File: config.mk
export PLATFORM = sky130hd
export DESIGN_NAME = usb_rx_crc_ctrl
export DESIGN_NICKNAME = d
export VERILOG_FILES = /design/src/rtl/usb_rx_crc_ctrl.sv
export SDC_FILE = /design/constraint.sdc
export NUM_CORES = 1
export LEC_CHECK = 0
export ABC_CLOCK_PERIOD_IN_PS = 2880
export BUFFER_PORTS_ARGS = -buffer_cell sky130_fd_sc_hd__buf_2
export CORE_MARGIN = 2
export CORE_UTILIZATION = 50
export CTS_BUF_LIST = sky130_fd_sc_hd__clkbuf_16
export DETAILED_ROUTE_END_ITERATION = 10
export GPL_TIMING_DRIVEN = 0
export PLACE_DENSITY = 0.72
export SLEW_MARGIN = 25
export SYNTH_ARGS = -nofsm -noshare
export SYNTH_HDL_FRONTEND = slang
export SYNTH_SLANG_ARGS = --single-unit
File: constraint.sdc
create_clock -name clk -period 2.88 [get_ports clk]
set_input_delay 0.576 -clock clk [delete_from_list [all_inputs] [get_ports clk]]
set_output_delay 0.576 -clock clk [all_outputs]
set_load 0.01 [all_outputs]
File: src/rtl/usb_rx_crc_ctrl.sv
// USB receive-side packet controller: captures the PID, steers the external
// CRC-5 / CRC-16 checkers over the packet body, checks body length, and
// reports a one-cycle completion pulse with held status flags.
//
// state | meaning
// ------+---------------------------------------------------------------
// IDLE  | waiting for rcv_start
// PID   | shifting in the 8 PID bits (LSB first)
// BODY  | counting body bits, CRC enable asserted for the PID's class
// CHECK | one cycle: compare strobe to the checker, sample *_passed
// DONE  | one cycle: pkt_done, status valid
module usb_rx_crc_ctrl #(
  parameter int unsigned MAX_BITS = 8200
) (
  input  logic       clk,
  input  logic       n_rst,
  input  logic       rcv_start,
  input  logic       bit_valid,
  input  logic       d_unstuffed,
  input  logic       eop,
  input  logic       crc_16_passed,
  input  logic       crc_5_passed,
  output logic       crc_init,
  output logic       crc_16_enable,
  output logic       crc_5_enable,
  output logic       crc_16_check,
  output logic       crc_5_check,
  output logic [3:0] pid,
  output logic       pkt_done,
  output logic       pkt_ok,
  output logic       pid_err,
  output logic       crc_err,
  output logic       len_err
);

  typedef enum logic [2:0] {
    S_IDLE,
    S_PID,
    S_BODY,
    S_CHECK,
    S_DONE
  } state_t;

  localparam logic [13:0] BODY_MAX = 14'(MAX_BITS);
  localparam logic [13:0] BODY_SAT = 14'(MAX_BITS + 1);

  state_t      state_q, state_d;
  logic [7:0]  sr_q, sr_d;
  logic [2:0]  pcnt_q, pcnt_d;
  logic [13:0] body_q, body_d;
  logic [3:0]  pid_q, pid_d;
  logic        pid_err_q, pid_err_d;
  logic        crc_err_q, crc_err_d;
  logic        len_err_q, len_err_d;
  logic        pkt_ok_q, pkt_ok_d;
  logic        init_q, init_d;

  logic [7:0]  sr_next;
  logic        cls_tok, cls_dat, cls_hsk;
  logic        len_bad;

  function automatic logic is_tok(input logic [3:0] n);
    return (n == 4'b0001) || (n == 4'b1001) || (n == 4'b1101) || (n == 4'b0101);
  endfunction

  function automatic logic is_dat(input logic [3:0] n);
    return (n == 4'b0011) || (n == 4'b1011);
  endfunction

  function automatic logic is_hsk(input logic [3:0] n);
    return (n == 4'b0010) || (n == 4'b1010) || (n == 4'b1110);
  endfunction

  // Packet class and length rule derived from the captured PID.
  always_comb begin
    sr_next = {d_unstuffed, sr_q[7:1]};
    cls_tok = is_tok(pid_q);
    cls_dat = is_dat(pid_q);
    cls_hsk = is_hsk(pid_q);
    len_bad = (body_q > BODY_MAX) ||
              (!pid_err_q && ((cls_tok && (body_q != 14'd16)) ||
                              (cls_dat && ((body_q[2:0] != 3'd0) || (body_q < 14'd16))) ||
                              (cls_hsk && (body_q != 14'd0))));
  end

  // Next-state and register update logic; rcv_start restarts from any state.
  always_comb begin
    state_d   = state_q;
    sr_d      = sr_q;
    pcnt_d    = pcnt_q;
    body_d    = body_q;
    pid_d     = pid_q;
    pid_err_d = pid_err_q;
    crc_err_d = crc_err_q;
    len_err_d = len_err_q;
    pkt_ok_d  = pkt_ok_q;
    init_d    = 1'b0;

    if (rcv_start) begin
      state_d   = S_PID;
      init_d    = 1'b1;
      sr_d      = 8'd0;
      pcnt_d    = 3'd0;
      body_d    = 14'd0;
      pid_d     = 4'd0;
      pid_err_d = 1'b0;
      crc_err_d = 1'b0;
      len_err_d = 1'b0;
      pkt_ok_d  = 1'b0;
    end else begin
      case (state_q)
        S_IDLE: ;
        S_PID: begin
          // eop takes priority; a coincident bit is dropped
          if (eop) begin
            pid_err_d = 1'b1;
            pkt_ok_d  = 1'b0;
            state_d   = S_DONE;
          end else if (bit_valid) begin
            sr_d   = sr_next;
            pcnt_d = pcnt_q + 3'd1;
            if (pcnt_q == 3'd7) begin
              pid_d     = sr_next[3:0];
              pid_err_d = (sr_next[7:4] != ~sr_next[3:0]) ||
                          !(is_tok(sr_next[3:0]) || is_dat(sr_next[3:0]) ||
                            is_hsk(sr_next[3:0]));
              state_d   = S_BODY;
            end
          end
        end
        S_BODY: begin
          if (eop) begin
            state_d = S_CHECK;
          end else if (bit_valid && (body_q != BODY_SAT)) begin
            body_d = body_q + 14'd1;
          end
        end
        S_CHECK: begin
          crc_err_d = !pid_err_q && ((cls_dat && !crc_16_passed) ||
                                     (cls_tok && !crc_5_passed));
          len_err_d = len_bad;
          pkt_ok_d  = !(pid_err_q || crc_err_d || len_err_d);
          state_d   = S_DONE;
        end
        S_DONE:  state_d = S_IDLE;
        default: state_d = S_IDLE;
      endcase
    end
  end

  // State and datapath registers.
  always_ff @(posedge clk or negedge n_rst) begin
    if (!n_rst) begin
      state_q   <= S_IDLE;
      sr_q      <= 8'd0;
      pcnt_q    <= 3'd0;
      body_q    <= 14'd0;
      pid_q     <= 4'd0;
      pid_err_q <= 1'b0;
      crc_err_q <= 1'b0;
      len_err_q <= 1'b0;
      pkt_ok_q  <= 1'b0;
      init_q    <= 1'b0;
    end else begin
      state_q   <= state_d;
      sr_q      <= sr_d;
      pcnt_q    <= pcnt_d;
      body_q    <= body_d;
      pid_q     <= pid_d;
      pid_err_q <= pid_err_d;
      crc_err_q <= crc_err_d;
      len_err_q <= len_err_d;
      pkt_ok_q  <= pkt_ok_d;
      init_q    <= init_d;
    end
  end

  // Checker controls are decoded from state; a bad PID silences both checkers.
  always_comb begin
    crc_init      = init_q;
    crc_16_enable = (state_q == S_BODY)  && cls_dat && !pid_err_q;
    crc_5_enable  = (state_q == S_BODY)  && cls_tok && !pid_err_q;
    crc_16_check  = (state_q == S_CHECK) && cls_dat && !pid_err_q;
    crc_5_check   = (state_q == S_CHECK) && cls_tok && !pid_err_q;
    pkt_done      = (state_q == S_DONE);
    pid           = pid_q;
    pkt_ok        = pkt_ok_q;
    pid_err       = pid_err_q;
    crc_err       = crc_err_q;
    len_err       = len_err_q;
  end

endmodule

# After elaboration in Yosys (flattened, before gate mapping)
# Index checks and enable logic that the tools add are counted.
# classes
muxes	36
multipliers	0
magnitude_cmp	2
n_addsub	2
div	0
reduce_logical	61
shift	0
eq_ne	32
n_bitwise	1
# ops
operator	n
$mux 14	4
$eq 4x4->1 const B	10
$mux 8	4
$mux 3	9
$logic_or 1x1->1	22
$mux 4	5
$eq 4x2->1 const B	4
$logic_and 1x1->1	16
$add 14x1->14 const B	1
$gt 14x14->1 const B	1
$lt 14x5->1 const B	1
$ne 14x14->1 const B	1
$ne 14x5->1 const B	1
$reduce_bool 14->1	1
$mux 1	12
$pmux 3 s4	1
$reduce_bool 2->1	6
$reduce_bool 3->1	4
$reduce_and 3->1	3
$eq 4x1->1 const B	2
$eq 4x3->1 const B	2
$ne 4x4->1 const B	2
$reduce_and 4->1	2
$eq 3x2->1 const B	2
11 further kinds	18
# totals
mem_bits_rw	0
word_cells	144
memories	0
mem_bits_ro	0
latch_bits	0
in_bits	8
reg_bits	37

# Depth between registers and ports, before layout
# Gate-level depths: netlist of the first run.
# logic_depth
depth_word	13
depth_mapped	7

# Least setup slack after synthesis of the first run
# No wires, ideal clock.
# synth_timing
path_kind	reg2reg
start	register body_q[4]
end	register len_err_q, in the netlist len_err
arrival_time_ns	1.764
period_less_slack_ns	1.863
n_path_buf	1
t_required_ns	2.781
path_slack_ns	1.017
stages_incl_launch_ff	7
cell_sequence	dfrtp_1 -> buf_2 -> or4_1 -> nor4_1 -> mux2i_1 -> nand4b_1 -> a311oi_1
# synth_between
elab_chain_cells	9
# synth_lines
item	line	rtl
from (decl)	50	logic [13:0] body_q, body_d;
from (signal assigned)	168	body_q <= body_d;
$lt 14x5->1	82	(cls_dat && ((body_q[2:0] != 3'd0) || (body_q < 14'd16))) ||
$logic_or 1x1->1	82	
$logic_and 1x1->1	82	
$logic_or 1x1->1	81	(!pid_err_q && ((cls_tok && (body_q != 14'd16)) ||
$logic_or 1x1->1	82	
$logic_and 1x1->1	81	
$logic_or 1x1->1 *	80	len_bad = (body_q > BODY_MAX) ||
$mux 1 *	111	case (state_q)
$mux 1 *	99	if (rcv_start) begin
to (signal assigned)	172	len_err_q <= len_err_d;
to (decl)	54	logic len_err_q, len_err_d;
# Mark *: on every way between the ends. The rest lies on a longest branch, timed or not. The select of a mux whose other input is x is not followed.
# A chain may end at the register's enable or synchronous reset.

# Final worst setup path of the first run
# layout_timing
start	register state_q[0]
end	output crc_16_check
# layout_between
elab_chain_cells	3
# layout_lines
item	line	rtl
from (decl)	47	state_t state_q, state_d;
from (signal assigned)	165	state_q <= state_d;
$eq 3x2->1	183	crc_16_check = (state_q == S_CHECK) && cls_dat && !pid_err_q;
$logic_and 1x1->1 (2 in series)	183	
to (decl)	26	output logic crc_16_check,
# No other way between the ends.

==> PnR_summary.wiki, run 1 <==
{| class="wikitable"
! Metric !! Value
|-
| Rows || 22
|-
| Inst Count DP || 277
|-
| Global-route wire length before repair || 7290 µm
|-
| Maximum fanout along the worst path || 9
|-
| Leakage power figure || 1.11 nW
|-
| Power Density || 497 nW/µm²
|-
| Resized cells post-CTS || 0
|-
| Final worst clock skew || 0.00304 ns
|-
| Count of input and output buffers || 20
|-
| Core outline area || 3740 µm²
|-
| Sequential cell area fraction in the yosys report || 45.2%
|-
| # hold bufs at CTS || 0
|-
| Peak Freq || 431 MHz
|-
| Pin count of the biggest net entering global routing || 37
|-
| Number of routed nets with antenna violations || 0
|-
| Initial Utilization || 53.2%
|-
| Postcts setup bufs || 0
|-
| Max Slew Vio Count || 0
|-
| Clk buf depth || 2
|-
| Number of iterations in the first detailed-routing pass || 4
|-
| Detailed placer's ending HPWL || 2940 µm
|-
| Number of sinks driven by the clock tree || 36
|-
| GRT Total Usage || 21.9%
|-
| Die boundary height || 67.1 µm
|-
| Total number of vias || 1638
|-
| Drt via density || 5.75
|-
| Final RePlAce weighted congestion || 0.841
|-
| CTS tree || done
|-
| Final wirelength || 4250 µm
|-
| HP Class || in -> async
|-
| Arrival @ worst endpoint || 1.74 ns
|-
| IO Pins || 22
|-
| Layout Nets || 249
|-
| Average cell area after synthesis || 9.53 µm²
|-
| Sort of element at the end of the critical path || primary output
|-
| Routed length per instance || 14.9 µm
|-
| Overall die width || 67.1 µm
|-
| Setup repair after global routing missed its margin || no
|-
| Syn Std Cell Area || 1990 µm²
|-
| Final-report setup violation count || 0
|-
| Crit path max-delay cell type || sky130_fd_sc_hd__nor2b_1
|-
| Total CTS buffers || 5
|-
| Post-synthesis async set-or-reset flop share || 100%
|-
| Worst relative slew slack || 44.0%
|-
| Layout area overhead || 15.0%
|-
| CP peak stage delay || 0.38 ns
|-
| Clock period minus final worst setup slack || 2.32 ns
|-
| Global route overflow || 0
|-
| Worst-skew pair later-pin latency || 0.28 ns
|-
| Antenna violations before repair || 0
|-
| Type of element launching the critical path || flop
|-
| Residual DRC count || 0
|-
| Number of synthesized register bits || 36
|-
| Number of design-rule violations left by the first detailed-router iteration || 110
|-
| Synth Warn # || 0
|-
| Post-Syn Nets || 222
|-
| Transition time at the pin with the least slew margin || 0.839 ns
|-
| CTS root buffer || sky130_fd_sc_hd__clkbuf_16
|-
| Worst Hold Slack || 0.400 ns
|-
| Number of H-tree levels || 2
|-
| Path type of the worst setup path || reg -> out
|-
| Clock-pin slew on the worst setup and hold paths || 0.06 ns
|-
| Final Hold Violating Endpoints || 0
|-
| Maximum capacitance violations || 0
|-
| Status || completed
|-
| Critical path data required time || 2.30 ns
|-
| Ordered list of cells on the worst path || clkbuf_1, nor2b_1, nand2_1, nor3_1, buf_2
|-
| Post-synthesis cell count || 209
|-
| Period utilization || 80.6%
|-
| Die area || 4500 µm²
|-
| Most used flip-flop cell after synthesis || sky130_fd_sc_hd__dfrtp_1
|-
| Number of global-route vias before repair || 1564
|-
| Summed negative setup slack over all endpoints || 0 ns
|-
| Largest voltage drop on the vdd net || 0.318 mV
|-
| Number of diodes added for antenna fixing || 0
|-
| Share of final-layout standard cells stronger than drive strength 1 || 14.8%
|-
| Final cell count without fillers || 285
|-
| Post-synth EDFFs || 0
|-
| Yosys cell types || 43
|}
-- final timing paths --
kind | from | endpoint | slack (ns) | cells after the start
min in group clk | rcv_start | crc_init | 0.46 | 1
min | n_rst | state_q[2] | 0.40 | 1
max reg2reg | body_q[4] | pkt_ok | 0.77 | 5
max in group asynchronous | n_rst | sr_q[5] | 1.96 | 1
max | state_q[0] | crc_16_check | 0.56 | 5
min reg2reg | pcnt_q[1] | pcnt_q[1] | 0.53 | 2
-- cell type report --
| type | instances | area, µm² |
|---|---|---|
| tap | 48 | 60.1 |
| clock inverter | 3 | 13.8 |
| buffer | 9 | 36.3 |
| multi-input combinational | 158 | 1030 |
| clock buffer | 5 | 125 |
| timing repair buffer | 20 | 100 |
| fill | 333 | 1450 |
| inverter | 6 | 22.5 |
| sequential | 36 | 901 |
-- layer usage --
layer	global-route usage, %	routed length (µm)	vias to the layer above	share of wire [%]
li1	-	-	806	-
met2	31.8	1840	37	43
met5	0	0	-	0
met4	9.69	98	0	2.3
met1	30.0	2110	782	50
met3	6.76	202	13	4.8
-- kinds of logic after synthesis --
logic type      synth area share [%]
fa+ha+maj                       3.14
flops                           45.2
mux                             7.03
compound gates                  9.67
buf+inv                         2.95
xor+xnor                        6.16
simple gates                    25.8
-- flip-flops by register name, indices dropped and copies added, names as in the netlist --
| name | cells |
|---|---|
| state_q | 3 |
| sr_q | 7 |
| crc_err | 1 |
| crc_init | 1 |
| pkt_ok | 1 |
| pcnt_q | 3 |
| pid_err | 1 |
| body_q | 14 |
| pid | 4 |
| len_err | 1 |
-- metrics by stage --
stage	power, mW	util [%]	setup slack [ns]	area (µm²)
after CTS	1.15	61.2	0.576	2290
after detailed placement	0.627	57.5	0.818	2150
after global placement	0.624	57.5	0.863	2150
final	1.14	61.2	0.560	2290
after floorplan	0.592	-	1.02	1990
after global routing	1.18	61.2	0.425	2290
-- worst max-delay path, delay by kind of cell, from the launching register on --
family	cells	cell delay, ns
buffers and inverters	2	0.44
AND/OR/NAND/NOR	3	0.70
flip-flops	1	0.32
-- placed cells by master (no fill, tap or decap), drive strengths merged, types with 2 or more instances in the layout --
| cell | instances |
|---|---|
| nor3 | 8 |
| nand2 | 7 |
| o21ai | 8 |
| nor3b | 4 |
| o211ai | 3 |
| or3 | 4 |
| nor2 | 35 |
| buf | 22 |
| nor4 | 7 |
| a21oi | 5 |
| xnor2 | 5 |
| clkbuf | 12 |
| nor2b | 4 |
| xor2 | 9 |
| nand3 | 8 |
| or4 | 2 |
| dfrtp | 36 |
| a31oi | 2 |
| nand2b | 5 |
| clkinv | 3 |
| mux2i | 14 |
| nor4b | 3 |
| ha | 5 |
| inv | 6 |
| nand4 | 4 |
-- power breakdown --
| group | leakage [nW] | internal, mW | total [mW] | switching (mW) |
|---|---|---|---|---|
| Sequential | 0.493 | 0.516 | 0.528 | 0.0124 |
| Clock | 0.0710 | 0.314 | 0.521 | 0.207 |
| Combinational | 0.549 | 0.0315 | 0.0897 | 0.0581 |
-- synthesized netlist by cell type, drive strengths merged (6+ instances only) --
| cell type | n | area share, % |
|---|---|---|
| mux2i | 14 | 7.0 |
| nor3 | 8 | 2.0 |
| nor4 | 7 | 2.5 |
| nand3 | 8 | 2.0 |
| dfrtp | 36 | 45 |
| o21ai | 8 | 2.2 |
| nor2 | 35 | 6.6 |
| nand2 | 7 | 1.3 |
| xor2 | 9 | 4.0 |
| clkbuf | 7 | 1.3 |
| inv | 6 | 1.1 |
(Power assumes the default switching activity.)
==> inputs of run 2 (changes only) <==
--- a/config.mk
+++ b/config.mk
@@ -5,14 +5,15 @@
 export SDC_FILE = /design/constraint.sdc
 export NUM_CORES = 1
 export LEC_CHECK = 0
-export ABC_CLOCK_PERIOD_IN_PS = 2880
+export ABC_AREA = 1
+export ABC_CLOCK_PERIOD_IN_PS = 1900
 export BUFFER_PORTS_ARGS = -buffer_cell sky130_fd_sc_hd__buf_2
 export CORE_MARGIN = 2
 export CORE_UTILIZATION = 50
 export CTS_BUF_LIST = sky130_fd_sc_hd__clkbuf_16
 export DETAILED_ROUTE_END_ITERATION = 10
 export GPL_TIMING_DRIVEN = 0
-export PLACE_DENSITY = 0.72
+export PLACE_DENSITY = 0.74
 export SLEW_MARGIN = 25
 export SYNTH_ARGS = -nofsm -noshare
 export SYNTH_HDL_FRONTEND = slang
==> constraint.sdc (replaced) <==
create_clock -name clk -period 1.9 [get_ports clk]
set_input_delay 0.38 -clock clk [delete_from_list [all_inputs] [get_ports clk]]
set_output_delay 0.38 -clock clk [all_outputs]
set_load 0.01 [all_outputs]
==> run 2 against run 1 <==
Clock power increased by 76%. Clock-buffer cell count unchanged. Flip-flop and latch count unchanged. Critical path depth increased by 1. Cell area increased by 11%. Critical path type unchanged. Critical endpoint unchanged.
==> PnR_summary.wiki, run 2 <==
{| class="wikitable"
! Metric !! Value
|-
| IO Pins || 22
|-
| Share of final-layout standard cells stronger than drive strength 1 || 19.8%
|-
| Global-route wire length before repair || 7960 µm
|-
| Layout area overhead || 15.5%
|-
| Worst-skew pair later-pin latency || 0.28 ns
|-
| Post-Syn Nets || 302
|-
| Highest-count cells in the layout ignoring fill and taps || sky130_fd_sc_hd__nand2_1 (59), sky130_fd_sc_hd__dfrtp_1 (36), sky130_fd_sc_hd__inv_1 (35)
|-
| Post-synthesis async set-or-reset flop share || 100%
|-
| Number of H-tree levels || 2
|-
| Yosys cell types || 33
|-
| Critical path data required time || 1.52 ns
|-
| Post-synthesis cell count || 289
|-
| Post-synth EDFFs || 0
|-
| Antenna violations before repair || 0
|-
| Synth Warn # || 0
|-
| Library cell occupying the most area in the post-synthesis netlist || sky130_fd_sc_hd__dfrtp_1
|-
| Synth area leaders || sky130_fd_sc_hd__dfrtp_1 (41%), sky130_fd_sc_hd__nand2_1 (10%), sky130_fd_sc_hd__nor2_1 (6.0%)
|-
| Detailed placer's ending HPWL || 3410 µm
|-
| Core outline area || 4290 µm²
|-
| Final RePlAce weighted congestion || 0.861
|-
| Clock period minus final worst setup slack || 1.77 ns
|-
| Power Density || 807 nW/µm²
|-
| Layout Nets || 330
|-
| R2R Path Start || body_q[0]
|-
| Critical path launch point || state_q[2]
|-
| Number of diodes added for antenna fixing || 0
|-
| Crit path setup slack, layout || 0.133 ns
|-
| Pin count of the biggest net entering global routing || 37
|-
| Total number of vias || 1974
|-
| Global route overflow || 0
|-
| CTS root buffer || sky130_fd_sc_hd__clkbuf_16
|-
| Residual DRC count || 0
|-
| Number of sinks driven by the clock tree || 36
|-
| Average cell area after synthesis || 7.60 µm²
|-
| Largest voltage drop on the vdd net || 0.510 mV
|-
| Number of global-route vias before repair || 1844
|-
| Number of synthesized register bits || 36
|-
| Peak Freq || 566 MHz
|-
| CTS tree || done
|-
| Drt via density || 5.34
|-
| Die area || 4940 µm²
|-
| Most flops, register || body_q
|-
| Area fraction of the dominant cell type after synthesis || 41.0%
|-
| Period utilization || 93.0%
|-
| Initial Utilization || 51.2%
|-
| Total power consumption of the routed design || 2.05 mW
|-
| Sequential cell area fraction in the yosys report || 41.0%
|-
| Most common library cells after synthesis || sky130_fd_sc_hd__nand2_1 (59), sky130_fd_sc_hd__dfrtp_1 (36), sky130_fd_sc_hd__nor2_1 (35)
|-
| Count of input and output buffers || 21
|-
| Leading cell type in the layout, fill and taps excluded || sky130_fd_sc_hd__nand2_1
|-
| Rows || 24
|-
| Placement Setup Slack || 0.234 ns
|-
| Total CTS buffers || 5
|-
| Combined area of the multi-input logic cells || 1130 µm²
|-
| Die boundary height || 70.3 µm
|-
| Instance area at placement || 2370 µm²
|-
| Postcts setup bufs || 0
|-
| Clock-pin slew on the worst setup and hold paths || 0.06 ns
|-
| Status || completed
|-
| GRT Total Usage || 20.3%
|-
| Worst relative slew slack || 46.6%
|-
| Number of design-rule violations left by the first detailed-router iteration || 108
|-
| Setup repair after global routing missed its margin || no
|-
| Post-route design area || 2540 µm²
|-
| Final worst clock skew || 0.00232 ns
|-
| Most instantiated library cell after synthesis || sky130_fd_sc_hd__nand2_1
|-
| Register cell area after layout || 901 µm²
|-
| Number of routed nets with antenna violations || 0
|-
| Final Hold Violating Endpoints || 0
|-
| Type of element launching the critical path || flop
|-
| Final wirelength || 4700 µm
|-
| Depth of the worst register-to-register path || 11
|-
| Overall die width || 70.3 µm
|-
| Summed negative setup slack over all endpoints || 0 ns
|-
| Number of iterations in the first detailed-routing pass || 5
|-
| HP Class || in -> async
|-
| Routed length per instance || 12.7 µm
|-
| Number of flip-flops under the largest register name || 14
|-
| Leakage power figure || 1.18 nW
|-
| Sort of element at the end of the critical path || primary output
|-
| Fillers || 395
|-
| Max Slew Vio Count || 0
|-
| # hold bufs at CTS || 0
|-
| Final-report setup violation count || 0
|-
| Most used flip-flop cell after synthesis || sky130_fd_sc_hd__dfrtp_1
|-
| Maximum fanout along the worst path || 6
|-
| Path type of the worst setup path || reg -> out
|-
| Maximum capacitance violations || 0
|-
| Clk buf depth || 2
|-
| Syn Std Cell Area || 2200 µm²
|-
| Arrival @ worst endpoint || 1.39 ns
|-
| Transition time at the pin with the least slew margin || 0.800 ns
|}
run 2: report_power, final:
group	leakage, nW	total (mW)	switching (mW)	internal (mW)
combinational	0.603	0.270	0.177	0.0932
clock	0.0850	0.915	0.303	0.611
sequential	0.489	0.864	0.0505	0.813
total	1.18	2.05	0.531	1.52
run 2: what timing repair did:
action,4_1_cts,5_1_grt
gates cloned,0,0
gates resized for setup,1,1
endpoints found under the setup margin,2,1
run 2: final cells by class:
cell class              instances  area share, %
flip-flops and latches         36           35.5
multi-input cells             210           44.4
inverters                      37           5.47
clock inverters                 3           1.53
well taps                      52           2.56
plain buffers                   6           1.53
repair buffers                 21           4.14
clock buffers                   5           4.93
run 2: worst max-delay path, stage by stage, from the launching register on:
cell and delay (ns):
sky130_fd_sc_hd__dfrtp_1 0.44, sky130_fd_sc_hd__inv_1 0.12, sky130_fd_sc_hd__nand2_2 0.08, sky130_fd_sc_hd__nor2_4 0.17
sky130_fd_sc_hd__nand2_1 0.09, sky130_fd_sc_hd__nor2_1 0.09, sky130_fd_sc_hd__buf_2 0.13
run 2: through the flow:
step	utilization, %	instances	hold slack, ns
after detailed placement	55.1	362	0.479
after global placement	55.1	362	0.467
after floorplan	-	289	0.0844
after global routing	59.1	370	0.249
after CTS	59.0	370	0.223
final	59.1	370	0.190
run 2: cells by family (layout without fill, tap and decap cells):
kind of cell,count (synthesis),after routing,synth area share (%)
and+or+nand+nor,151,151,31.3
AOI/OAI and AO/OA,49,49,14.7
buffers and inverters,43,72,8.09
DFF,36,36,41.0
adders and majority gates,5,5,2.85
xor gates and xnor gates,5,5,1.99
run 2: worst paths after layout:
check,to,slack (ns)
worst max-delay path,crc_16_check,0.13
worst min-delay path,body_q[13],0.19
worst max register to register,len_err,0.30
worst min register to register,pcnt_q[1],0.48
max in group asynchronous,body_q[11],1.20
min in group clk,crc_init,0.25
run 2: routing by layer:
metal,global-route usage (%),wire length [µm],part of all wire (%),up-vias
li1,-,-,-,1014
met1,26.5,2160,46,900
met2,32.0,2160,46,51
met3,4.18,280,6.0,9
met4,9.83,91,1.9,0
met5,0,0,0,-
==> inputs of run 3 (changes only) <==
--- a/config.mk
+++ b/config.mk
@@ -8,7 +8,7 @@
 export ABC_AREA = 1
 export ABC_CLOCK_PERIOD_IN_PS = 1900
 export BUFFER_PORTS_ARGS = -buffer_cell sky130_fd_sc_hd__buf_2
-export CORE_MARGIN = 2
+export CORE_MARGIN = 5
 export CORE_UTILIZATION = 50
 export CTS_BUF_LIST = sky130_fd_sc_hd__clkbuf_16
 export DETAILED_ROUTE_END_ITERATION = 10
==> constraint.sdc (replaced) <==
create_clock -name clk -period 1.9 [get_ports clk]
set_input_delay 0.095 -clock clk [delete_from_list [all_inputs] [get_ports clk]]
set_output_delay 0.095 -clock clk [all_outputs]
set_load 0.01 [all_outputs]
==> run 3 against run 2 <==
Cell area is 0.64% higher. Final cell count up 0.54%. Clock-buffer cell count did not move. Die area up 18%. First-iteration DRC count is 16% higher. Critical endpoint unchanged.
==> PnR_summary.wiki, run 3 (synthesized netlist as in run 2, its figures left out) <==
{| class="wikitable"
! Metric !! Value
|-
| Number of sinks driven by the clock tree || 36
|-
| Crit path buf inv count || 2
|-
| Critical path data required time || 1.80 ns
|-
| Initial Utilization || 51.2%
|-
| Total CTS buffers || 5
|-
| Layout Nets || 332
|-
| Number of H-tree levels || 2
|-
| CP peak stage delay || 0.42 ns
|-
| Fillers || 383
|-
| Worst path most repeated cell || sky130_fd_sc_hd__nor2_1
|-
| Detailed placer's ending HPWL || 3470 µm
|-
| Overall die width || 76.3 µm
|-
| Core outline area || 4290 µm²
|-
| Highest-count cells in the layout ignoring fill and taps || sky130_fd_sc_hd__nand2_1 (59), sky130_fd_sc_hd__dfrtp_1 (36), sky130_fd_sc_hd__nor2_1 (35)
|-
| Final Hold Violating Endpoints || 0
|-
| CTS root buffer || sky130_fd_sc_hd__clkbuf_16
|-
| Clock-pin slew on the worst setup and hold paths || 0.06 ns
|-
| Path type of the worst setup path || reg -> out
|-
| GRT Total Usage || 17.4%
|-
| Clk buf depth || 2
|-
| CTS tree || done
|-
| Die boundary height || 76.3 µm
|-
| Count of input and output buffers || 21
|-
| IO Pins || 22
|-
| Drt via density || 5.30
|-
| Final core utilization || 59.5%
|-
| Routed length per instance || 12.6 µm
|-
| Worst-skew pair later-pin latency || 0.27 ns
|-
| Peak Freq || 609 MHz
|-
| Combined area of the multi-input logic cells || 1120 µm²
|-
| Number of diodes added for antenna fixing || 0
|-
| Crit path max-delay cell type || sky130_fd_sc_hd__dfrtp_1
|-
| Layout area overhead || 16.3%
|-
| Crit path setup slack, layout || 0.259 ns
|-
| Total number of vias || 1972
|-
| Ordered list of cells on the worst path || inv_1, nand2_2, nor2_1, nand2_1, nor2_1, buf_2
|-
| Final RePlAce weighted congestion || 0.784
|-
| Die area || 5820 µm²
|-
| Final cell count without fillers || 372
|-
| Maximum capacitance violations || 0
|-
| Arrival @ worst endpoint || 1.55 ns
|-
| Max Slew Vio Count || 0
|-
| Leakage power figure || 1.18 nW
|-
| Summed negative setup slack over all endpoints || 0 ns
|-
| Period utilization || 86.4%
|-
| Postcts setup bufs || 0
|-
| Final worst clock skew || 0.00321 ns
|-
| Status || completed
|-
| Number of routed nets with antenna violations || 0
|-
| Type of element launching the critical path || flop
|-
| Placement Setup Slack || 0.330 ns
|-
| Number of design-rule violations left by the first detailed-router iteration || 125
|-
| Final-report setup violation count || 0
|-
| Maximum fanout along the worst path || 6
|-
| Pin count of the biggest net entering global routing || 37
|-
| Number of global-route vias before repair || 1850
|-
| Global-route wire length before repair || 8450 µm
|-
| Worst relative slew slack || 46.9%
|-
| Residual DRC count || 0
|-
| Power Density || 801 nW/µm²
|-
| Leading cell type in the layout, fill and taps excluded || sky130_fd_sc_hd__nand2_1
|-
| Share of final-layout standard cells stronger than drive strength 1 || 19.7%
|-
| Setup repair after global routing missed its margin || no
|-
| Inst Count DP || 362
|-
| Clock period minus final worst setup slack || 1.64 ns
|-
| Resized cells post-CTS || 0
|-
| Final wirelength || 4690 µm
|-
| Transition time at the pin with the least slew margin || 0.797 ns
|-
| # hold bufs at CTS || 2
|-
| Number of flip-flops under the largest register name || 14
|-
| Number of iterations in the first detailed-routing pass || 4
|-
| HP Class || in -> reg
|-
| Total power consumption of the routed design || 2.05 mW
|-
| Most flops, register || body_q
|-
| Antenna violations before repair || 0
|-
| Largest voltage drop on the vdd net || 0.491 mV
|-
| Sort of element at the end of the critical path || primary output
|-
| Register cell area after layout || 901 µm²
|-
| Cell family with the largest share of critical-path delay || simple AND/OR/NAND/NOR gates
|-
| Global route overflow || 0
|-
| Rows || 24
|}
[run 3: cell count changes in the layout (fill, tap and decap cells not counted), sizes merged]
cell and change:
dlygate4sd3 +2, clkinvlp +1, inv -1
[run 3: area by class of cell]
| class | count | share of cell area [%] |
|---|---|---|
| plain buffers | 6 | 1.52 |
| inverters | 37 | 5.44 |
| clock buffers | 5 | 4.90 |
| multi-input cells | 210 | 43.8 |
| clock inverters | 3 | 1.67 |
| repair buffers | 23 | 4.90 |
| flip-flops and latches | 36 | 35.3 |
| well taps | 52 | 2.55 |
[run 3: path summary, 6_finish.rpt]
path | to | start | depth (start not counted) | slack (ns)
setup / recovery | crc_16_check | state_q[2] | 6 | 0.26
hold / removal | sr_q[7] | d_unstuffed | 3 | 0.13
setup reg to reg | body_q[8] | body_q[0] | 8 | 0.32
hold reg to reg | pcnt_q[1] | pcnt_q[1] | 2 | 0.49
max in group asynchronous | pcnt_q[1] | n_rst | 2 | 0.95
min in group asynchronous | body_q[7] | n_rst | 2 | 0.45
[run 3: through the flow]
stage	hold slack, ns	cell area, µm²
6_report	0.132	2550
5_1_grt	0.167	2550
4_1_cts	0.134	2550
3_5_place_dp	0.235	2370
3_3_place_gp	0.236	2370
2_1_floorplan	-0.201	2200
[run 3: power breakdown]
part | internal [mW] | total (mW) | switching (mW)
Sequential | 0.813 | 0.862 | 0.0492
Clock | 0.615 | 0.919 | 0.303
Combinational | 0.0948 | 0.266 | 0.172
Total | 1.52 | 2.05 | 0.524
[run 3: worst min-delay path, stage by stage]
cell and delay, ns:
sky130_fd_sc_hd__buf_2 0.07, sky130_fd_sc_hd__inv_1 0.05, sky130_fd_sc_hd__o22ai_1 0.13
[run 3: routing by layer]
metal / vias up / global-route usage (%) / routed length (µm) / share of wire, %
li1: 1015 / - / - / -
met1: 919 / 23.5 / 2200 / 47
met2: 33 / 27.8 / 2240 / 48
met3: 5 / 3.78 / 193 / 4.1
met4: 0 / 5.59 / 50 / 1.1
met5: - / 0 / 0 / 0
